===== src/rtl/apb4_master_pkg.sv =====
// Shared types and constants for the APB4 master engine.
// Latency: n/a (types only).
// Backpressure: n/a (types only).
package apb4_master_pkg;

    // Transfer sequencer states
    typedef enum logic [1:0] {
        IDLE   = 2'd0,
        SETUP  = 2'd1,
        ACCESS = 2'd2
    } state_t;

    // PPROT field bits
    localparam logic [2:0] PPROT_PRIV   = 3'b001;
    localparam logic [2:0] PPROT_NONSEC = 3'b010;
    localparam logic [2:0] PPROT_INSTR  = 3'b100;

    // Packed width of one command entry {write, prot, addr, strb, data}.
    // The command/response structs themselves live in the engine because
    // their field widths follow the engine's address/data parameters.
    function automatic int cmd_width(input int addr_size, input int data_size);
        return 1 + 3 + addr_size + data_size / 8 + data_size;
    endfunction

endpackage


===== src/rtl/apb4_master_engine_if.sv =====
// Command, response and APB4 bus bundle for the APB4 master engine.
// Latency: n/a (wiring only).
// Backpressure: cmd_valid/cmd_ready and rsp_valid/rsp_ready handshakes; PREADY stalls ACCESS.
interface apb4_master_engine_if #(
    parameter int PADDR_SIZE = 16,
    parameter int PDATA_SIZE = 32
) ();
    // command side
    logic                    cmd_valid;
    logic                    cmd_ready;
    logic                    cmd_write;
    logic [PADDR_SIZE-1:0]   cmd_addr;
    logic [PDATA_SIZE/8-1:0] cmd_strb;
    logic [PDATA_SIZE-1:0]   cmd_data;
    logic [2:0]              cmd_prot;
    // response side
    logic                    rsp_valid;
    logic                    rsp_ready;
    logic [PDATA_SIZE-1:0]   rsp_data;
    logic                    rsp_write;
    logic                    rsp_err;
    logic                    rsp_timeout;
    logic                    busy;
    // APB4 bus
    logic                    PSEL;
    logic                    PENABLE;
    logic                    PWRITE;
    logic [PADDR_SIZE-1:0]   PADDR;
    logic [2:0]              PPROT;
    logic [PDATA_SIZE/8-1:0] PSTRB;
    logic [PDATA_SIZE-1:0]   PWDATA;
    logic [PDATA_SIZE-1:0]   PRDATA;
    logic                    PREADY;
    logic                    PSLVERR;

    modport master (
        input  cmd_valid, cmd_write, cmd_addr, cmd_strb, cmd_data, cmd_prot,
        input  rsp_ready, PRDATA, PREADY, PSLVERR,
        output cmd_ready, rsp_valid, rsp_data, rsp_write, rsp_err, rsp_timeout, busy,
        output PSEL, PENABLE, PWRITE, PADDR, PPROT, PSTRB, PWDATA
    );

    modport slave (
        output cmd_valid, cmd_write, cmd_addr, cmd_strb, cmd_data, cmd_prot,
        output rsp_ready, PRDATA, PREADY, PSLVERR,
        input  cmd_ready, rsp_valid, rsp_data, rsp_write, rsp_err, rsp_timeout, busy,
        input  PSEL, PENABLE, PWRITE, PADDR, PPROT, PSTRB, PWDATA
    );
endinterface


===== src/rtl/apb4_master_fifo.sv =====
// Generic synchronous first-word-fallthrough FIFO with full/empty/count.
// Latency: a push at edge E is visible on pop_dat from edge E (empty flag drops after E).
// Backpressure: pushes while full and pops while empty are ignored.
module apb4_master_fifo #(
    parameter int WIDTH = 8,
    parameter int DEPTH = 4,
    localparam int AW   = $clog2(DEPTH)
) (
    input  logic             clk,
    input  logic             rst,
    input  logic             push,
    input  logic [WIDTH-1:0] push_dat,
    input  logic             pop,
    output logic [WIDTH-1:0] pop_dat,
    output logic             full,
    output logic             empty,
    output logic [AW:0]      count
);
    localparam logic [AW:0] FULL_CNT = (AW+1)'(DEPTH);

    logic [WIDTH-1:0] mem [DEPTH];
    logic [AW-1:0]    wr_ptr;
    logic [AW-1:0]    rd_ptr;
    logic             do_push;
    logic             do_pop;

    assign do_push = push && !full;
    assign do_pop  = pop && !empty;
    assign full    = (count == FULL_CNT);
    assign empty   = (count == '0);
    // Head entry is presented directly; forced to zero when empty so it never shows stale data.
    assign pop_dat = empty ? '0 : mem[rd_ptr];

    // Pointer and occupancy tracking
    always_ff @(posedge clk) begin
        if (rst) begin
            wr_ptr <= '0;
            rd_ptr <= '0;
            count  <= '0;
        end else begin
            if (do_push) wr_ptr <= wr_ptr + 1'b1;
            if (do_pop)  rd_ptr <= rd_ptr + 1'b1;
            if (do_push && !do_pop)      count <= count + 1'b1;
            else if (!do_push && do_pop) count <= count - 1'b1;
        end
    end

    // Storage write
    always_ff @(posedge clk) begin
        if (do_push) mem[wr_ptr] <= push_dat;
    end
endmodule


===== src/rtl/apb4_master_engine.sv =====
// Queued APB4 master: commands in via FIFO, SETUP/ACCESS sequencing, responses out via FWFT FIFO.
// Latency: command accepted at edge E drives PSEL from E+1; response valid the edge after PREADY.
// Backpressure: cmd_ready = cmd FIFO not full; no new SETUP while rsp FIFO full. Optional APB4_MASTER_TIMEOUT_EN.
module apb4_master_engine
    import apb4_master_pkg::*;
#(
    parameter int PADDR_SIZE     = 16,
    parameter int PDATA_SIZE     = 32,
    parameter int CMD_DEPTH      = 4,
    parameter int RSP_DEPTH      = 4,
    parameter int TIMEOUT_CYCLES = 256
) (
    input  logic                 PCLK,
    input  logic                 PRESET,
    apb4_master_engine_if.master bus
);
    localparam int STRB_SIZE = PDATA_SIZE / 8;
    localparam int CAW       = $clog2(CMD_DEPTH);
    localparam int RAW       = $clog2(RSP_DEPTH);
    localparam logic [RAW:0] RSP_LAST = (RAW+1)'(RSP_DEPTH - 1);

    if (PDATA_SIZE % 8 != 0) begin : g_bad_pdata
        $error("PDATA_SIZE must be a multiple of 8");
    end
    if (TIMEOUT_CYCLES < 1) begin : g_bad_timeout
        $error("TIMEOUT_CYCLES must be at least 1");
    end

    typedef struct packed {
        logic                  write;
        logic [2:0]            prot;
        logic [PADDR_SIZE-1:0] addr;
        logic [STRB_SIZE-1:0]  strb;
        logic [PDATA_SIZE-1:0] data;
    } cmd_t;

    typedef struct packed {
        logic [PDATA_SIZE-1:0] data;
        logic                  write;
        logic                  err;
        logic                  timeout;
    } rsp_t;

    state_t               state, state_nxt;
    cmd_t                 cmd_in, cmd_head;
    rsp_t                 rsp_in, rsp_head;
    logic                 cmd_pop, cmd_full, cmd_empty;
    logic                 rsp_push, rsp_pop, rsp_full, rsp_empty, rsp_room;
    logic [CAW:0]         cmd_count;
    logic [RAW:0]         rsp_count;
    logic                 timeout_hit;

    logic                  pwrite_q;
    logic [PADDR_SIZE-1:0] paddr_q;
    logic [2:0]            pprot_q;
    logic [STRB_SIZE-1:0]  pstrb_q;
    logic [PDATA_SIZE-1:0] pwdata_q;

    // Pack the incoming command fields into one FIFO entry
    always_comb begin
        cmd_in       = '0;
        cmd_in.write = bus.cmd_write;
        cmd_in.prot  = bus.cmd_prot;
        cmd_in.addr  = bus.cmd_addr;
        cmd_in.strb  = bus.cmd_strb;
        cmd_in.data  = bus.cmd_data;
    end

    apb4_master_fifo #(.WIDTH($bits(cmd_t)), .DEPTH(CMD_DEPTH)) u_cmd_fifo (
        .clk(PCLK), .rst(PRESET),
        .push(bus.cmd_valid), .push_dat(cmd_in),
        .pop(cmd_pop), .pop_dat(cmd_head),
        .full(cmd_full), .empty(cmd_empty), .count(cmd_count)
    );

    apb4_master_fifo #(.WIDTH($bits(rsp_t)), .DEPTH(RSP_DEPTH)) u_rsp_fifo (
        .clk(PCLK), .rst(PRESET),
        .push(rsp_push), .push_dat(rsp_in),
        .pop(rsp_pop), .pop_dat(rsp_head),
        .full(rsp_full), .empty(rsp_empty), .count(rsp_count)
    );

    assign rsp_pop  = bus.rsp_ready && !rsp_empty;
    // After this cycle's push there is still a free slot for a back-to-back transfer
    assign rsp_room = rsp_pop || (rsp_count < RSP_LAST);

`ifdef APB4_MASTER_TIMEOUT_EN
    localparam int TW = $clog2(TIMEOUT_CYCLES + 1);
    logic [TW-1:0] to_cnt;

    // The limit is reached on the TIMEOUT_CYCLES-th wait cycle; PREADY that cycle takes priority
    assign timeout_hit = (state == ACCESS) && !bus.PREADY && (to_cnt == TW'(TIMEOUT_CYCLES - 1));

    // Count ACCESS wait states, restarting at every SETUP
    always_ff @(posedge PCLK) begin
        if (PRESET || state == SETUP)          to_cnt <= '0;
        else if (state == ACCESS && !bus.PREADY) to_cnt <= to_cnt + 1'b1;
    end
`else
    assign timeout_hit = 1'b0;
`endif

    // State register
    always_ff @(posedge PCLK) begin
        if (PRESET) state <= IDLE;
        else        state <= state_nxt;
    end

    // Next-state, FIFO pop/push and response assembly
    always_comb begin
        state_nxt = state;
        cmd_pop   = 1'b0;
        rsp_push  = 1'b0;
        rsp_in    = '0;
        case (state)
            IDLE: begin
                if (!cmd_empty && !rsp_full) begin
                    cmd_pop   = 1'b1;
                    state_nxt = SETUP;
                end
            end
            SETUP: state_nxt = ACCESS;
            ACCESS: begin
                if (bus.PREADY || timeout_hit) begin
                    rsp_push       = 1'b1;
                    rsp_in.write   = pwrite_q;
                    rsp_in.data    = (pwrite_q || !bus.PREADY) ? '0 : bus.PRDATA;
                    rsp_in.err     = bus.PREADY ? bus.PSLVERR : 1'b1;
                    rsp_in.timeout = !bus.PREADY;
                    if (!cmd_empty && rsp_room) begin
                        cmd_pop   = 1'b1;
                        state_nxt = SETUP;
                    end else begin
                        state_nxt = IDLE;
                    end
                end
            end
            default: state_nxt = IDLE;
        endcase
    end

    // Latch the popped command onto the APB address/data outputs; they hold in IDLE
    always_ff @(posedge PCLK) begin
        if (PRESET) begin
            pwrite_q <= 1'b0;
            paddr_q  <= '0;
            pprot_q  <= '0;
            pstrb_q  <= '0;
            pwdata_q <= '0;
        end else if (cmd_pop) begin
            pwrite_q <= cmd_head.write;
            paddr_q  <= cmd_head.addr;
            pprot_q  <= cmd_head.prot;
            pstrb_q  <= cmd_head.write ? cmd_head.strb : '0;
            pwdata_q <= cmd_head.data;
        end
    end

    assign bus.cmd_ready = !cmd_full;
    assign bus.busy      = (state != IDLE) || (cmd_count != '0);
    assign bus.PSEL      = (state != IDLE);
    assign bus.PENABLE   = (state == ACCESS);
    assign bus.PWRITE    = pwrite_q;
    assign bus.PADDR     = paddr_q;
    assign bus.PPROT     = pprot_q;
    assign bus.PSTRB     = pstrb_q;
    assign bus.PWDATA    = pwdata_q;

    assign bus.rsp_valid = !rsp_empty;
    assign bus.rsp_data  = rsp_head.data;
    assign bus.rsp_write = rsp_head.write;
    assign bus.rsp_err   = rsp_head.err;
`ifdef APB4_MASTER_TIMEOUT_EN
    assign bus.rsp_timeout = rsp_head.timeout;
`else
    assign bus.rsp_timeout = 1'b0;
`endif
endmodule


===== src/flat_wrapper.sv =====
// flat-port wrapper written by rule: the top's interface ports become plain ports
module apb4_master_engine_flat import apb4_master_pkg::*;
#(
    parameter int PADDR_SIZE     = 16,
    parameter int PDATA_SIZE     = 32,
    parameter int CMD_DEPTH      = 4,
    parameter int RSP_DEPTH      = 4,
    parameter int TIMEOUT_CYCLES = 256
)
  (PCLK, PRESET, bus_cmd_valid, bus_cmd_write, bus_cmd_addr, bus_cmd_strb, bus_cmd_data, bus_cmd_prot, bus_rsp_ready, bus_PRDATA, bus_PREADY, bus_PSLVERR, bus_cmd_ready, bus_rsp_valid, bus_rsp_data, bus_rsp_write, bus_rsp_err, bus_rsp_timeout, bus_busy, bus_PSEL, bus_PENABLE, bus_PWRITE, bus_PADDR, bus_PPROT, bus_PSTRB, bus_PWDATA);
  apb4_master_engine_if #(.PADDR_SIZE(PADDR_SIZE), .PDATA_SIZE(PDATA_SIZE)) bus_i ();
  input  logic PCLK;
  input  logic PRESET;
  input wire logic [$bits(bus_i.cmd_valid)-1:0] bus_cmd_valid;
  input wire logic [$bits(bus_i.cmd_write)-1:0] bus_cmd_write;
  input wire logic [$bits(bus_i.cmd_addr)-1:0] bus_cmd_addr;
  input wire logic [$bits(bus_i.cmd_strb)-1:0] bus_cmd_strb;
  input wire logic [$bits(bus_i.cmd_data)-1:0] bus_cmd_data;
  input wire logic [$bits(bus_i.cmd_prot)-1:0] bus_cmd_prot;
  input wire logic [$bits(bus_i.rsp_ready)-1:0] bus_rsp_ready;
  input wire logic [$bits(bus_i.PRDATA)-1:0] bus_PRDATA;
  input wire logic [$bits(bus_i.PREADY)-1:0] bus_PREADY;
  input wire logic [$bits(bus_i.PSLVERR)-1:0] bus_PSLVERR;
  output wire logic [$bits(bus_i.cmd_ready)-1:0] bus_cmd_ready;
  output wire logic [$bits(bus_i.rsp_valid)-1:0] bus_rsp_valid;
  output wire logic [$bits(bus_i.rsp_data)-1:0] bus_rsp_data;
  output wire logic [$bits(bus_i.rsp_write)-1:0] bus_rsp_write;
  output wire logic [$bits(bus_i.rsp_err)-1:0] bus_rsp_err;
  output wire logic [$bits(bus_i.rsp_timeout)-1:0] bus_rsp_timeout;
  output wire logic [$bits(bus_i.busy)-1:0] bus_busy;
  output wire logic [$bits(bus_i.PSEL)-1:0] bus_PSEL;
  output wire logic [$bits(bus_i.PENABLE)-1:0] bus_PENABLE;
  output wire logic [$bits(bus_i.PWRITE)-1:0] bus_PWRITE;
  output wire logic [$bits(bus_i.PADDR)-1:0] bus_PADDR;
  output wire logic [$bits(bus_i.PPROT)-1:0] bus_PPROT;
  output wire logic [$bits(bus_i.PSTRB)-1:0] bus_PSTRB;
  output wire logic [$bits(bus_i.PWDATA)-1:0] bus_PWDATA;
  assign bus_i.cmd_valid = bus_cmd_valid;
  assign bus_i.cmd_write = bus_cmd_write;
  assign bus_i.cmd_addr = bus_cmd_addr;
  assign bus_i.cmd_strb = bus_cmd_strb;
  assign bus_i.cmd_data = bus_cmd_data;
  assign bus_i.cmd_prot = bus_cmd_prot;
  assign bus_i.rsp_ready = bus_rsp_ready;
  assign bus_i.PRDATA = bus_PRDATA;
  assign bus_i.PREADY = bus_PREADY;
  assign bus_i.PSLVERR = bus_PSLVERR;
  assign bus_cmd_ready = bus_i.cmd_ready;
  assign bus_rsp_valid = bus_i.rsp_valid;
  assign bus_rsp_data = bus_i.rsp_data;
  assign bus_rsp_write = bus_i.rsp_write;
  assign bus_rsp_err = bus_i.rsp_err;
  assign bus_rsp_timeout = bus_i.rsp_timeout;
  assign bus_busy = bus_i.busy;
  assign bus_PSEL = bus_i.PSEL;
  assign bus_PENABLE = bus_i.PENABLE;
  assign bus_PWRITE = bus_i.PWRITE;
  assign bus_PADDR = bus_i.PADDR;
  assign bus_PPROT = bus_i.PPROT;
  assign bus_PSTRB = bus_i.PSTRB;
  assign bus_PWDATA = bus_i.PWDATA;
  apb4_master_engine #(.PADDR_SIZE(PADDR_SIZE), .PDATA_SIZE(PDATA_SIZE), .CMD_DEPTH(CMD_DEPTH), .RSP_DEPTH(RSP_DEPTH), .TIMEOUT_CYCLES(TIMEOUT_CYCLES)) u_core (.PCLK(PCLK), .PRESET(PRESET), .bus(bus_i));
endmodule

===== config.mk =====
export PLATFORM = sky130hd
export DESIGN_NAME = apb4_master_engine_flat
export DESIGN_NICKNAME = d
export VERILOG_FILES = /design/src/rtl/apb4_master_pkg.sv /design/src/rtl/apb4_master_engine_if.sv /design/src/rtl/apb4_master_fifo.sv /design/src/rtl/apb4_master_engine.sv /design/src/flat_wrapper.sv
export SDC_FILE = /design/constraint.sdc
export NUM_CORES = 1
export LEC_CHECK = 0
export ABC_AREA = 1
export CAP_MARGIN = 10
export CORE_MARGIN = 1
export CORE_UTILIZATION = 50
export CTS_CLUSTER_DIAMETER = 100
export CTS_CLUSTER_SIZE = 30
export DETAILED_ROUTE_END_ITERATION = 6
export PLACE_DENSITY = 0.83
export REMOVE_ABC_BUFFERS = 1
export SLEW_MARGIN = 20
export SYNTH_ARGS = -nofsm -noshare
export SYNTH_HDL_FRONTEND = slang
export SYNTH_SLANG_ARGS = --single-unit

===== constraint.sdc =====
create_clock -name PCLK -period 4.46 [get_ports PCLK]
set_input_delay 0.892 -clock PCLK [delete_from_list [all_inputs] [get_ports PCLK]]
set_output_delay 0.892 -clock PCLK [all_outputs]
set_load 0.02 [all_outputs]

# ---- Word-level counts from Yosys, hierarchy flattened
# Memories as Yosys holds them, arrays and structs flattened. A register that Yosys moved wholly into a read port is not among the register bits.
# Cells that the tools add are included.
# Widths: inputs -> output; s select.
dict set report op_classes {
  n_addsub 8
  reduce_logical 31
  eq_ne 6
  order_cmp 1
  mux 28
}
# cell count
set ops {}
lappend ops {{$mux 35} 3}
lappend ops {{$mux 56} 1}
lappend ops {{$mux 32} 1}
lappend ops {{$mux 2} 6}
lappend ops {{$mux 3} 4}
lappend ops {{$logic_and 1x1->1} 11}
lappend ops {{$mux 1} 10}
lappend ops {{$logic_not 1->1} 9}
lappend ops {{$add 2x1->2 const B} 4}
lappend ops {{$add 3x1->3 const B} 2}
lappend ops {{$eq 3x3->1 const B} 2}
lappend ops {{$logic_not 3->1} 2}
lappend ops {{$pmux 2 s3} 1}
lappend ops {{$reduce_bool 2->1} 3}
lappend ops {{$sub 3x1->3 const B} 2}
lappend ops {{$mux 4} 1}
lappend ops {{$logic_or 1x1->1} 3}
lappend ops {{$lt 3x2->1 const B} 1}
lappend ops {{$reduce_bool 3->1} 1}
lappend ops {{$eq 2x1->1 const B} 1}
lappend ops {{$eq 2x2->1 const B} 1}
lappend ops {{$logic_not 2->1} 1}
lappend ops {{$ne 2x1->1 const B} 1}
lappend ops {{$ne 2x2->1 const B} 1}
lappend ops {{other kinds (2)} 2}
dict set report totals {
  word_cells 88
  ram_bits 364
  output_inout_bits 96
  reg_bits 72
  mem_count 2
}
# memory depth word_bits read_ports rd_clocked_by_memory_dff wr line_no
set memory_table {}
lappend memory_table {u_core.u_cmd_fifo.mem 4 56 1 1 1 apb4_master_fifo.sv:21} ;# logic [WIDTH-1:0] mem [DEPTH];
lappend memory_table {u_core.u_rsp_fifo.mem 4 35 1 1 1 apb4_master_fifo.sv:21}

# ---- Logic depth before layout (Yosys ltp)
dict set report depth {
  word_depth 12
  depth_mapped 14
  depth_no_buf 13
}

# ---- Hierarchy
# A second synthesis with hierarchy kept.
dict set report unflattened {
  hier_cells 1717
  area_unflattened_um2 18177.4
}
# mod seq_area_each_um2 cells_each n_inst area_each_um2
set by_module_without_submodules {}
lappend by_module_without_submodules {{apb4_master_fifo (u_core.u_cmd_fifo)} 6906.6 787 1 9355.2}
lappend by_module_without_submodules {{apb4_master_fifo (u_core.u_rsp_fifo)} 4384.2 517 1 6018.3}
lappend by_module_without_submodules {apb4_master_engine 1161.1 413 1 2803.9}

# ---- Least setup slack after synthesis
# Ideal clock, no wire load.
dict set report synth_timing {
  kind {input to register}
  from {input port bus_cmd_valid}
  to {memory u_core.u_cmd_fifo.mem[0][0] in the netlist's numbering (enable)}
  setup_slack_ns 0.575
  t_arrival_ns 3.415
  n_path_buf 0
  setup_time_ns 0.470
  stages 2
  path_cell_list {nand2_1 -> nor2_1}
}
dict set report synth_between {
  elab_chain_len 3
}
# element line_no
set synth_lines {}
lappend synth_lines {{start, declared} flat_wrapper.sv:14} ;# input wire logic [$bits(bus_i.cmd_valid)-1:0] bus_cmd_valid;
lappend synth_lines {{$logic_and 1x1->1} apb4_master_fifo.sv:27} ;# assign do_push = push && !full;
lappend synth_lines {{$mux 1} apb4_master_fifo.sv:50} ;# if (do_push) mem[wr_ptr] <= push_dat;
lappend synth_lines {{$mux 1 (not written as such)} apb4_master_fifo.sv:50}
lappend synth_lines {{end, declared} apb4_master_fifo.sv:21}
# No other way between the ends.

==> flow_metrics.env <==
export IMPL_status="finished, final reports clean"
export IMPL_synthAdderAreaFrac_pct=0.979
export IMPL_die_area_mm2=0.0345
export IMPL_dp_slack_ns=1.17
export IMPL_power_density_mw_per_mm2=556
export IMPL_fin_cells=2003
export IMPL_start_util_pct=51.3
export IMPL_cts_resized_gates=0
export IMPL_setup_viol=0
export IMPL_cts_tree="done"
export IMPL_synth_xor_area_share_pct=0.156
export IMPL_yosysSeqAreaShare_pct=73.1
export IMPL_hp_start="u_core.bus.PADDR[2]"
export IMPL_gp_congestion=0.787
export IMPL_critical_path_class="reg2out"
export IMPL_power_frac_comb_pct=35.8
export IMPL_final_nets=1654
export IMPL_drt_initial_drc_count=1166
export IMPL_path_cells="clkinv_1, buf_4, nor2_1, o21ai_0, a21oi_1, clkdlybuf4s50_1"
export IMPL_viasPerCell=5.58
export IMPL_drive_above_1_share_pct=4.36
export IMPL_ios=190
export IMPL_synth_compound_gate_area_share_pct=10.7
export IMPL_cp_end_kind="primary output"
export IMPL_startpoint_type="flop"
export IMPL_grt_max_degree=113
export IMPL_swShare_pct=35.7
export IMPL_power_uw=10900
export IMPL_rows=66
export IMPL_portBuffers=188
export IMPL_syn_avg_cell_area_um2=11.9
export IMPL_wl_per_cell_um=18.6
export IMPL_critPathSlowestCell="clkdlybuf4s50_1"
export IMPL_grt_pass1_wl_mm=57.0
export IMPL_p_leak_uw=0.00655
export IMPL_fmax_mhz=259
export IMPL_p_seq_share_pct=46.2
export IMPL_grt_pass1_vias=10800
export IMPL_min_period_ns=3.86
export IMPL_drv_cap=0
export IMPL_fin_ws_ns=0.596
export IMPL_yosys_warnings=0
export IMPL_clk_latency_ns=0.53
export IMPL_reg2reg_slack_ns=1.71
export IMPL_ir_drop_uv=477
export IMPL_timing_final_crit_share_pct=86.6
export IMPL_synthSimpleGateAreaFrac_pct=11.4
export IMPL_syn_area_mm2=0.0169
export IMPL_antenna_found_initial=3
export IMPL_synth_seq_cells=436
export IMPL_numCtsBuffers=18
export IMPL_die_h_um=186
export IMPL_htreeDepth=1
export IMPL_worstPathArrival_ns=2.97
export IMPL_clk_pin_slew_ns=0.11
export IMPL_dp_cells=1969
export IMPL_maxSlewHeadroom_pct=34.0
export IMPL_clockBufferDepth=3
export IMPL_fin_util_pct=59.7
export IMPL_holdBufCountCts=0
export IMPL_fin_skew_ns=0.0208
export IMPL_synthMuxAreaShare_pct=0
export IMPL_cp_endpoint="bus_rsp_data[25]"
export IMPL_required_ns=3.57
export IMPL_track_usage_pct=21.5
export IMPL_power_share_clock_pct=18.0
export IMPL_r2r_start="u_core.u_rsp_fifo.count[1]"
export IMPL_route_vias_total=11200
export IMPL_clock_sinks=436
export IMPL_holdCritPathClass="reg2reg"
export IMPL_dp_hpwl_mm=21.5
export IMPL_ant_nets=0
export IMPL_drt_first_pass_iters=5
export IMPL_core_mm2=0.0329
export IMPL_r2r_end="u_core.u_cmd_fifo.count[2]"
export IMPL_ys_types=28
export IMPL_area_growth_pct=16.4
export IMPL_worstPathMaxFanout=18
export IMPL_rsz0062_at_grt="false"
export IMPL_synth_cells=1412
export IMPL_final_setup_tns_ns=0
export IMPL_slowest_delay_ns=0.66
export IMPL_dieWidth_um=186
export IMPL_drt_total_wl_mm=37.3
export IMPL_postCtsSetupBuffers=0
export IMPL_intPower_uw=7020
export IMPL_slew_viol_final=0
export IMPL_drc=0
export IMPL_p_switching_uw=3900
export IMPL_r2r_cells=13
export IMPL_synth_top_family_by_area="simple AND/OR/NAND/NOR gates"
export IMPL_finalHoldViolCount=0
export IMPL_fill_cells=2576
export IMPL_worst_pin_slew_ns=0.989
export IMPL_overflow=0
export IMPL_cts_root_buf="clkbuf_16"
-- worst min path at each step --
stage,to,cells after the start
5_1_grt,u_core.bus.PWDATA[25],2
4_1_cts,flop,1
3_3_place_gp,u_core.u_rsp_fifo.rd_ptr[0],1
2_1_floorplan,flop,2
3_5_place_dp,flop,1
6_report,u_core.bus.PADDR[2],2
-- worst max-delay path, delay by kind of cell (launching register included) --
family | cells | cell delay (ns)
AO/OA/AOI/OAI | 2 | 0.39
buffers and inverters | 3 | 1.56
flip-flops | 1 | 0.35
AND/OR/NAND/NOR | 1 | 0.13
-- cell usage after synthesis (all sizes together) --
| master | n | share of area [%] |
|---|---|---|
| ha | 10 | 0.74 |
| nor3 | 2 | 0.13 |
| xor2 | 3 | 0.16 |
| a21oi | 105 | 3.1 |
| inv | 36 | 0.80 |
| conb | 1 | 0.022 |
| clkinv | 2 | 0.045 |
| or2 | 1 | 0.037 |
| nor2 | 308 | 6.9 |
| clkbuf | 55 | 1.2 |
| dfxtp | 76 | 9.0 |
| o22ai | 51 | 1.9 |
| edfxtp | 360 | 64 |
| nand3 | 66 | 2.0 |
| o21ai | 193 | 5.7 |
| nand2 | 101 | 2.3 |
| buf | 39 | 1.5 |
| fa | 2 | 0.24 |
| nand4 | 1 | 0.037 |
-- power groups by stage --
stage | sequential, µW | clock [µW] | combinational (µW)
6_report | 5040 | 1960 | 3910
5_1_grt | 5080 | 2140 | 4300
3_3_place_gp | 5110 | 0 | 3790
4_1_cts | 5040 | 2010 | 3910
3_5_place_dp | 5130 | 0 | 3890
2_1_floorplan | 5420 | 0 | 1960
-- flip-flops by register name (all words and copies together), names as in the netlist, 3 cells and up, named ones only --
register and cells:
u_core.u_cmd_fifo.count 3, u_core.bus.PPROT 3, u_core.bus.PWDATA 32, u_core.u_cmd_fifo.mem 224, u_core.bus.PSTRB 4, u_core.u_rsp_fifo.count 3, u_core.u_rsp_fifo.mem 136, u_core.bus.PADDR 16
-- cell type report --
| cell class | instances | area [µm²] | area share (%) |
|---|---|---|---|
| Antenna cell | 1 | 2.50 | 0.0128 |
| Clock buffer | 29 | 513 | 2.61 |
| Clock inverter | 3 | 20.0 | 0.102 |
| Inverter | 38 | 144 | 0.733 |
| Multi-Input combinational cell | 844 | 3990 | 20.3 |
| Sequential cell | 436 | 12300 | 62.9 |
| Tap cell | 442 | 553 | 2.82 |
| Timing Repair Buffer | 210 | 2060 | 10.5 |
-- layout by cell type (no fill, tap or decap), types with 19 or more instances in the layout --
cell type and count:
edfxtp_1 360, nor2_1 299, o21ai_0 190, clkdlybuf4s50_1 187, a21oi_1 105, nand2_1 99, dfxtp_1 73, nand3_1 63
o22ai_1 51, inv_1 31, buf_4 21, clkbuf_16 19
-- per-stage QoR --
| stage | cell area [µm²] | hold WS [ns] |
|---|---|---|
| finish | 19600 | 0.489 |
| global route | 19600 | 0.514 |
| CTS | 19600 | 0.490 |
| detailed placement | 19100 | 0.465 |
| global placement | 19100 | 0.456 |
| floorplan | 16400 | 0.442 |
-- kinds of logic (layout without fill, tap and decap cells) --
group                    after synthesis  in the layout
flip-flops                           436            436
adder cells (fa/ha/maj)               12             12
AO/OA/AOI/OAI                        349            349
AND/OR/NAND/NOR                      479            479
other                                  1              2
buffers and inverters                132            280
XOR/XNOR                               3              3
-- metal layers --
layer / routed length, µm / GRT usage, % / share of wire, % / vias up
met2: 18500 / 38.3 / 50 / 473
met5: 27 / 0 / 0.072 / -
met4: 641 / 4.56 / 1.7 / 4
met3: 3180 / 3.87 / 8.5 / 38
met1: 14900 / 27.4 / 40 / 5406
li1: - / - / - / 5248
(Power assumes the default switching activity.)
